--- src/rtl/branch_hazard_ctrl_pkg.sv ---
// ============================================================================
// Module : pipeline_pkg
// Brief  : Shared state encoding and hazard-need constants for branch_hazard_ctrl.
// Rev    : 1.0  initial release
// ============================================================================
`default_nettype none

package pipeline_pkg;

    typedef enum logic [0:0] {
        ST_RUN   = 1'b0,
        ST_STALL = 1'b1
    } state_t;

    localparam logic [1:0] NEED_NONE     = 2'd0;
    localparam logic [1:0] NEED_LOAD_EX  = 2'd2;
    localparam logic [1:0] NEED_ALU_EX   = 2'd1;
    localparam logic [1:0] NEED_LOAD_MEM = 2'd1;
    localparam logic [4:0] REG_ZERO      = 5'd0;

    function automatic logic [1:0] need_max(input logic [1:0] a, input logic [1:0] b);
        return (a > b) ? a : b;
    endfunction

endpackage

`default_nettype wire

--- src/rtl/branch_hazard_ctrl_hazard_need.sv ---
// ============================================================================
// Module : hazard_need
// Brief  : Stall cycles one branch source register needs before it reaches a
//          forwarding path into the ID-stage comparator.
// Rev    : 1.0  initial release
// ============================================================================
`default_nettype none

module hazard_need
    import pipeline_pkg::*;
(
    input  logic [4:0] i_src,
    input  logic [4:0] i_ex_wbadd,
    input  logic       i_ex_regwrite,
    input  logic       i_ex_memread,
    input  logic [4:0] i_mem_wbadd,
    input  logic       i_mem_regwrite,
    input  logic       i_mem_memread,
    output logic [1:0] o_need
);

    logic w_src_nz;
    logic w_ex_hit;
    logic w_mem_hit;

    assign w_src_nz  = (i_src != REG_ZERO);
    assign w_ex_hit  = w_src_nz && i_ex_regwrite  && (i_ex_wbadd  == i_src);
    assign w_mem_hit = w_src_nz && i_mem_regwrite && (i_mem_wbadd == i_src);

    // The youngest producer (EX) holds the live value, so it shadows MEM.
    always_comb begin
        o_need = NEED_NONE;
        if (w_ex_hit) begin
            o_need = i_ex_memread ? NEED_LOAD_EX : NEED_ALU_EX;
        end else if (w_mem_hit && i_mem_memread) begin
            o_need = NEED_LOAD_MEM;
        end
    end

endmodule

`default_nettype wire

--- src/rtl/branch_hazard_ctrl.sv ---
// ============================================================================
// Module : branch_hazard_ctrl
// Brief  : ID-stage stall/flush controller for early branch resolution.
// Rev    : 1.0  initial release
// ============================================================================
`default_nettype none

module branch_hazard_ctrl
    import pipeline_pkg::*;
#(
    parameter int CNT_W = 32
) (
    input  logic             clk,
    input  logic             rst_n,
    input  logic             ID_isbranch,
    input  logic             ID_usert,
    input  logic [4:0]       rs,
    input  logic [4:0]       rt,
    input  logic [4:0]       EXwbadd,
    input  logic             EXregwrite,
    input  logic             EXmemread,
    input  logic [4:0]       MEMwbadd,
    input  logic             MEMregwrite,
    input  logic             MEMmemread,
    input  logic             branch_taken,
    output logic             pc_write,
    output logic             ifid_write,
    output logic             idex_bubble,
    output logic             ifid_flush,
    output logic [CNT_W-1:0] stall_cycles
);

    localparam logic [CNT_W-1:0] C_CNT_ONE = {{(CNT_W-1){1'b0}}, 1'b1};
    localparam logic [CNT_W-1:0] C_CNT_MAX = {CNT_W{1'b1}};

    state_t           r_state;
    state_t           w_state_nxt;
    logic [1:0]       r_cnt;
    logic [1:0]       w_cnt_nxt;
    logic [CNT_W-1:0] r_stall_cycles;

    logic [1:0] w_need_rs;
    logic [1:0] w_need_rt;
    logic [1:0] w_need;
    logic       w_stall_raw;
    logic       w_stall;

    hazard_need u_need_rs (
        .i_src          (rs),
        .i_ex_wbadd     (EXwbadd),
        .i_ex_regwrite  (EXregwrite),
        .i_ex_memread   (EXmemread),
        .i_mem_wbadd    (MEMwbadd),
        .i_mem_regwrite (MEMregwrite),
        .i_mem_memread  (MEMmemread),
        .o_need         (w_need_rs)
    );

    hazard_need u_need_rt (
        .i_src          (rt),
        .i_ex_wbadd     (EXwbadd),
        .i_ex_regwrite  (EXregwrite),
        .i_ex_memread   (EXmemread),
        .i_mem_wbadd    (MEMwbadd),
        .i_mem_regwrite (MEMregwrite),
        .i_mem_memread  (MEMmemread),
        .o_need         (w_need_rt)
    );

    // Gating on ID_isbranch keeps don't-care operand fields off the outputs.
    always_comb begin
        w_need = NEED_NONE;
        if (ID_isbranch) begin
            w_need = need_max(w_need_rs, ID_usert ? w_need_rt : NEED_NONE);
        end
    end

    always_comb begin
        w_state_nxt = r_state;
        w_cnt_nxt   = r_cnt;
        w_stall_raw = 1'b0;
        case (r_state)
            ST_RUN: begin
                if (w_need != NEED_NONE) begin
                    w_stall_raw = 1'b1;
                    w_cnt_nxt   = w_need - 2'd1;
                    w_state_nxt = (w_need == NEED_LOAD_EX) ? ST_STALL : ST_RUN;
                end
            end
            ST_STALL: begin
                w_stall_raw = 1'b1;
                w_cnt_nxt   = r_cnt - 2'd1;
                if (r_cnt <= 2'd1) begin
                    w_state_nxt = ST_RUN;
                end
            end
            default: begin
                w_state_nxt = ST_RUN;
            end
        endcase
    end

    always_ff @(posedge clk or negedge rst_n) begin
        if (!rst_n) begin
            r_state        <= ST_RUN;
            r_cnt          <= 2'd0;
            r_stall_cycles <= '0;
        end else begin
            r_state <= w_state_nxt;
            r_cnt   <= w_cnt_nxt;
            if (w_stall && (r_stall_cycles != C_CNT_MAX)) begin
                r_stall_cycles <= r_stall_cycles + C_CNT_ONE;
            end
        end
    end

    // Reset forces the pipeline-open values even if hazard inputs are live.
    assign w_stall      = rst_n & w_stall_raw;
    assign pc_write     = ~w_stall;
    assign ifid_write   = ~w_stall;
    assign idex_bubble  = w_stall;
    assign ifid_flush   = rst_n & ID_isbranch & branch_taken & ~w_stall;
    assign stall_cycles = r_stall_cycles;

endmodule

`default_nettype wire
--- config.mk ---
export PLATFORM = sky130hd
export DESIGN_NAME = branch_hazard_ctrl
export DESIGN_NICKNAME = d
export VERILOG_FILES = /design/src/rtl/branch_hazard_ctrl_pkg.sv /design/src/rtl/branch_hazard_ctrl_hazard_need.sv /design/src/rtl/branch_hazard_ctrl.sv
export SDC_FILE = /design/constraint.sdc
export NUM_CORES = 1
export LEC_CHECK = 0
export BUFFER_PORTS_ARGS = -buffer_cell sky130_fd_sc_hd__buf_2
export CORE_AREA = 5 5 75 77
export CTS_CLUSTER_SIZE = 16
export DETAILED_ROUTE_END_ITERATION = 12
export DIE_AREA = 0 0 80 82
export HOLD_SLACK_MARGIN = 0.02
export PLACE_DENSITY_LB_ADDON = 0.25
export SETUP_SLACK_MARGIN = 0.15
export SLEW_MARGIN = 10
export SYNTH_ARGS = -nofsm -noshare
export SYNTH_HDL_FRONTEND = slang
export SYNTH_SLANG_ARGS = --single-unit
--- constraint.sdc ---
create_clock -name clk -period 4.34 [get_ports clk]
set_input_delay 0.217 -clock clk [delete_from_list [all_inputs] [get_ports clk]]
set_output_delay 0.217 -clock clk [all_outputs]
set_load 0.005 [all_outputs]
=== Word-level counts from Yosys, hierarchy flattened ===
Cells that the tools add are included.

* $add $sub $neg: 3
* Multipliers: 0
* Divide/modulo/power cells: 0
* Magnitude comparators: 2
* Equality and inequality tests: 7
* Shifts and indexed selects: 0
* Multiplexer cells: 16
* Bitwise gates (word level): 6
* Reductions and logical operators: 14

{| class="wikitable"
|+ Operator list
! kind !! number
|-
| adder 32 x 1 -> 32 bit, second input constant || 1
|-
| inequality test 32 bit, second input constant || 1
|-
| == test 5 bit || 4
|-
| two-way mux 2 bit || 7
|-
| logical AND 1 bit || 11
|-
| nonzero test 5 bit || 2
|-
| two-way mux 1 bit || 6
|-
| AND 1 bit || 4
|-
| case mux 1 bit (2 select lines) || 2
|-
| case mux 2 bit (2 select lines) || 1
|-
| subtractor 2 x 1 -> 2 bit, second input constant || 2
|-
| == test 2 bit, second input constant || 1
|-
| greater-than comparator 2 bit || 1
|-
| less-or-equal comparator 2 x 1 -> 1 bit, second input constant || 1
|-
| inequality test 2 bit, second input constant || 1
|-
| NOT 1 bit || 2
|-
| nonzero test 2 bit || 1
|}

* Flip-flop bits (word level): 35
* Latch bits: 0
* RAM bits: 0
* Memory bits (read-only): 0
* Memories kept: 0

=== Longest topological paths before layout ===
* Depth in word-level cells: 16
* Depth in mapped cells: 19
* Depth with buffers taken out: 19

=== By module ===
Synthesis repeated with hierarchy kept, for this count alone.

* Cell total of the unflattened synthesis: 233
* Area total of the unflattened synthesis: 2296.0 um^2

{| class="wikitable"
|+ Modules (own cells, without submodules)
! module !! times used !! cells an instance !! area an instance (um^2) !! seq. area each (um^2)
|-
| branch_hazard_ctrl || 1 || 193 || 1968.1 || 875.8
|-
| hazard_need || 2 || 20 || 163.9 || 0.0
|}

=== Least setup slack after synthesis ===
No wires, ideal clock.

* Path kind: input-to-reg
* Start: input port rs[0]
* End: register r_stall_cycles[17] (netlist: stall_cycles[17])
* Library setup time: 124 ps
* Data arrival time: 3417 ps
* Data required time: 4216 ps
* Setup slack: 800 ps
* Stages on the path: 18
* Cell sequence: or4_1 > nor2_1 > nor4_1 > and2_1 > ha_1 > nor2b_1 > o21ai_0 > nand2_1 > o22ai_1 > nand2_1 > ha_1 > nand2b_1 > nand2_1 > inv_1 > and3_1 > nor3b_1 > nand3_1 > xnor2_1

* Word-level cells in the longest chain between the ends: 14
* Elaborated cells on any way between the ends: 18

{| class="wikitable"
|+ Ends and longest elaborated chain
! element !! RTL line !! RTL
|-
| from (decl) || branch_hazard_ctrl.sv:17 || <nowiki>input logic [4:0] rs,</nowiki>
|-
| nonzero test 5 bit || branch_hazard_ctrl_hazard_need.sv:26 || <nowiki>assign w_src_nz = (i_src != REG_ZERO);</nowiki>
|-
| logical AND 1 bit (2 in a row) || branch_hazard_ctrl_hazard_need.sv:28 || <nowiki>assign w_mem_hit = w_src_nz && i_mem_regwrite && (i_mem_wbadd == i_src);</nowiki>
|-
| logical AND 1 bit || branch_hazard_ctrl_hazard_need.sv:35 || <nowiki>end else if (w_mem_hit && i_mem_memread) begin</nowiki>
|-
| two-way mux 1 bit || branch_hazard_ctrl_hazard_need.sv:35 ||
|-
| two-way mux 2 bit (*) || branch_hazard_ctrl_hazard_need.sv:33 || <nowiki>if (w_ex_hit) begin</nowiki>
|-
| greater-than comparator 2 bit || branch_hazard_ctrl_pkg.sv:22 || <nowiki>return (a > b) ? a : b;</nowiki>
|-
| two-way mux 2 bit (*) || branch_hazard_ctrl_pkg.sv:22 ||
|-
| two-way mux 2 bit (*) || branch_hazard_ctrl.sv:73 || <nowiki>if (ID_isbranch) begin</nowiki>
|-
| nonzero test 2 bit (*) || branch_hazard_ctrl.sv:84 || <nowiki>if (w_need != NEED_NONE) begin</nowiki>
|-
| two-way mux 1 bit (*) || branch_hazard_ctrl.sv:84 ||
|-
| case mux 1 bit (2 select lines) (*) || branch_hazard_ctrl.sv:82 || <nowiki>case (r_state)</nowiki>
|-
| AND 1 bit (*) || branch_hazard_ctrl.sv:118 || <nowiki>assign w_stall = rst_n & w_stall_raw;</nowiki>
|-
| named net idex_bubble || branch_hazard_ctrl.sv:28 || <nowiki>output logic idex_bubble,</nowiki>
|-
| logical AND 1 bit (*) || branch_hazard_ctrl.sv:111 || <nowiki>if (w_stall && (r_stall_cycles != C_CNT_MAX)) begin</nowiki>
|-
| to (signal assigned) || branch_hazard_ctrl.sv:112 || <nowiki>r_stall_cycles <= r_stall_cycles + C_CNT_ONE;</nowiki>
|-
| to (decl) || branch_hazard_ctrl.sv:40 || <nowiki>logic [CNT_W-1:0] r_stall_cycles;</nowiki>
|}

Mark *: on every way through the listed nets, which the timed path passes. The rest lies on a longest branch.
A chain may end at the register's enable or synchronous reset.

=== Worst setup path in the final report ===
* Start: input port rs[0]
* End: register r_stall_cycles[12] (netlist: stall_cycles[12])

* Word-level cells in the longest chain between the ends: 14
* Elaborated cells on any way between the ends: 18

{| class="wikitable"
|+ Ends and longest elaborated chain
! element !! RTL line
|-
| nonzero test 5 bit || branch_hazard_ctrl_hazard_need.sv:26
|-
| logical AND 1 bit (2 in a row) || branch_hazard_ctrl_hazard_need.sv:28
|-
| logical AND 1 bit || branch_hazard_ctrl_hazard_need.sv:35
|-
| two-way mux 1 bit || branch_hazard_ctrl_hazard_need.sv:35
|-
| two-way mux 2 bit (*) || branch_hazard_ctrl_hazard_need.sv:33
|-
| greater-than comparator 2 bit || branch_hazard_ctrl_pkg.sv:22
|-
| two-way mux 2 bit (*) || branch_hazard_ctrl_pkg.sv:22
|-
| two-way mux 2 bit (*) || branch_hazard_ctrl.sv:73
|-
| nonzero test 2 bit (*) || branch_hazard_ctrl.sv:84
|-
| two-way mux 1 bit (*) || branch_hazard_ctrl.sv:84
|-
| case mux 1 bit (2 select lines) (*) || branch_hazard_ctrl.sv:82
|-
| AND 1 bit (*) || branch_hazard_ctrl.sv:118
|-
| logical AND 1 bit (*) || branch_hazard_ctrl.sv:111
|}

Every way passes the cells marked *; elsewhere a longest branch is shown, timed or not.

==> impl_metrics.py <==
metrics = {
    "critical_path": {
        "worstSetupPathType": "primary input to register",
        "worstPathRequired_ns": 4.54,
        "cp-startpoint": "rs[0]",
        "critPathMaxFanout": 6,
        "critPathCaptureType": "register",
        "arrival_ns": 3.85,
        "rr_startpoint": "stall_cycles[4]$_DFFE_PN0P_",
        "cp-start-kind": "primary input",
    },
    "logic_synthesis": {
        "synth-async-reset-ratio_pct": 100.0,
        "synth_flop_cell": "dfrtp_1",
        "synth_area_um2": 2110,
        "synth_edf_count": 0,
        "seq_area_frac_synth_pct": 41.52,
        "synth_top_area_share_pct": 41.52,
        "muxShareOfSynthArea_pct": 2.254,
        "synth_nets": 251,
        "synth_top_cells_by_area": "dfrtp_1 42%, xnor2_1 12%, xor2_1 8.7%",
        "synthAdderAreaFrac_pct": 4.152,
        "avgSynthCellArea_um2": 9.812,
        "ys.warnings.count": 0,
        "synth_xor_area_share_pct": 20.76,
        "synth_cell_types": 37,
        "netlist_instances": 215,
        "synth_top_family_by_area": "simple AND/OR/NAND/NOR gates",
        "synth_compound_area_share_pct": 2.610,
        "ys_ff_latch": 35,
        "synth-simple-area-share_pct": 26.75,
        "synth_area_leader_cell": "dfrtp_1",
    },
    "global_route": {
        "grt_pass1_vias": 1682,
        "grt_max_degree": 38,
        "track_usage_pct": 14.28,
        "grt_pass1_wl_um": 7452,
        "overflow": 0,
        "antenna_found_initial": 0,
    },
    "floorplan": {
        "fp-row-count": 26,
        "die_h_um": 82,
        "fp.coreArea_um2": 4945,
        "start_util_pct": 42.66,
        "num_io_pins": 65,
        "die_w_um": 80,
        "die_area_um2": 6560,
    },
    "power_and_ir_drop": {
        "peakVddDrop_mv": 0.1639,
        "power_density_nw_per_um2": 271.4,
        "total_leakage_power_uw": 0.001336,
    },
    "cts": {
        "clkLatencyLatePin_ns": 0.28,
        "cts_tree": "built",
        "cts_max_level": 2,
        "cts_setup_buffers": 0,
        "clock-sinks": 35,
        "numCtsBuffers": 5,
        "cts-root-buf": "clkbuf_8",
        "clk_pin_slew_ns": 0.06,
        "clockBufferDepth": 2,
    },
    "timing": {
        "worst_clock_skew_ns": 0.005503,
        "slew_headroom_pct": 64.53,
        "worstMarginPinSlew_ns": 0.5301,
        "fmax_ghz": 0.2745,
        "rsz0062_at_grt": "false",
        "period_share_pct": 83.94,
        "fin_crit_ns": 3.643,
        "drv_slew": 0,
        "setup_slack_ns": 0.6972,
        "final.setup.tns_ns": 0,
        "setup_viol": 0,
        "hold_viol": 0,
        "hold_ws_ns": 0.1673,
    },
    "final_layout": {
        "insertedDiodeCount": 0,
        "fin_nets": 323,
        "syn_to_final_growth_pct": 24.20,
        "multi_input_area_um2": 1197,
        "fillers": 487,
        "regArea_um2": 875.8,
        "layout-drive-gt1-share_pct": 30.31,
    },
    "detailed_routing": {
        "avgViaCountPerCell": 4.975,
        "drc_errors": 0,
        "drt_iter0_markers": 58,
        "antenna_left": 0,
        "avgRoutedWirePerCell_um": 12.59,
        "first_pass_iters": 4,
        "totalWireLength_um": 4494,
        "vias": 1776,
    },
    "outcome": {
        "outcome": "complete, no violations",
    },
    "placed_design": {
        "io_buffers": 64,
        "gp_congestion": 0.8663,
        "dp_hpwl_um": 3596,
        "place_ws_ns": 0.3545,
    },
    "worst_hold_path": {
        "hp-start": "ID_isbranch",
        "holdCritPathClass": "primary input to register",
    },
    "run": {
        "maxCapViolations": 0,
    },
}
## worst paths after layout
check | endpoint | slack, ns | cells after the start
max in group asynchronous | stall_cycles[9]$_DFFE_PN0P_ | 3.51 | 3
worst min-delay path | r_cnt[0]$_DFFE_PN0P_ | 0.17 | 2
min in group asynchronous | stall_cycles[26]$_DFFE_PN0P_ | 0.51 | 3
worst max register to register | stall_cycles[30]$_DFFE_PN0P_ | 2.05 | 6
worst min register to register | stall_cycles[24]$_DFFE_PN0P_ | 0.48 | 1
worst max-delay path | stall_cycles[12]$_DFFE_PN0P_ | 0.70 | 18
## kinds of logic after synthesis
logic type	Yosys count
AO/OA/AOI/OAI	9
XOR/XNOR	50
adder cells (fa/ha/maj)	7
buffers and inverters	10
flip-flops	35
multiplexers	4
AND/OR/NAND/NOR	100
## worst max-delay path, cell delays in order
cell      delay (ns)
buf_2           0.12
or4_1           0.52
nor2_1          0.13
nor4_1          0.08
and2_1          0.18
ha_1            0.30
nor2b_1         0.13
o21ai_0         0.21
nand2_1         0.08
o22ai_1         0.16
nand2_1         0.11
ha_1            0.24
nand2b_1        0.11
nand2_1         0.15
nor2_1          0.49
o21ai_2         0.22
nor3_1          0.22
xor2_1          0.17
## cells in the final DEF, fill, tap and decap left out, types with 2 or more instances in the layout
cell / count
buf_2: 64
dfrtp_1: 35
xnor2_1: 29
xor2_1: 21
nand2_1: 20
nor2_1: 19
nand3_1: 15
nand4_1: 11
inv_1: 9
ha_1: 7
clkbuf_8: 6
nor4_1: 5
or4_1: 3
o21ai_0: 3
and3_1: 3
and4_1: 3
nor3_1: 3
and2_1: 2
mux2_2: 2
nand2b_1: 2
nor2b_1: 2
o22ai_1: 2
and4_2: 2
## sequential cells by signal, summed over array words and instances (netlist names)
register and cells:
stall_cycles 32, r_cnt 2, r_state 1
## per-layer routing
metal | vias to the layer above | track usage [%] | wire [µm]
li1 | 888 | - | -
met1 | 822 | 18.00 | 1997
met2 | 61 | 24.25 | 2120
met3 | 5 | 4.057 | 328
met4 | 0 | 3.378 | 48
met5 | - | 0 | 0
## cell usage after synthesis (all sizes together), types with 5 or more instances
master  instances
and4            5
dfrtp          35
ha              7
inv             9
nand2          20
nand3          15
nand4          11
nor2           20
nor3            5
nor4            5
xnor2          29
xor2           21
## what timing repair did
action | in CTS | in global routing
hold buffers | 1 | 0
hold endpoints to repair | 35 | 0
gates resized for setup | 0 | 1
setup endpoints to repair | 0 | 1
## final cells by class
cell class	count	area share, %
multi-input combinational	170	45.70
timing repair buffer	66	12.89
sequential	35	33.43
clock inverter	1	0.1910
tap	70	3.343
clock buffer	6	3.152
inverter	9	1.289
## through the flow
stage | instance area [µm²] | total power (µW) | cells | util [%]
after global placement | 2517 | 486.1 | 349 | 50.91
after CTS | 2615 | 725.8 | 357 | 52.88
after global routing | 2620 | 755.8 | 357 | 52.99
final | 2620 | 711.0 | 357 | 52.99
after floorplan | 2110 | 432.2 | 215 | -
after detailed placement | 2517 | 490.5 | 349 | 50.91
## power by group
group	switching (µW)	leakage [µW]	total (µW)	internal, µW
Sequential	19.8	0.000479	367	348
Clock	105	0.0000470	229	124
Combinational	55.5	0.000810	114	58.8
Note: power is estimated with default switching activity, not from simulation.
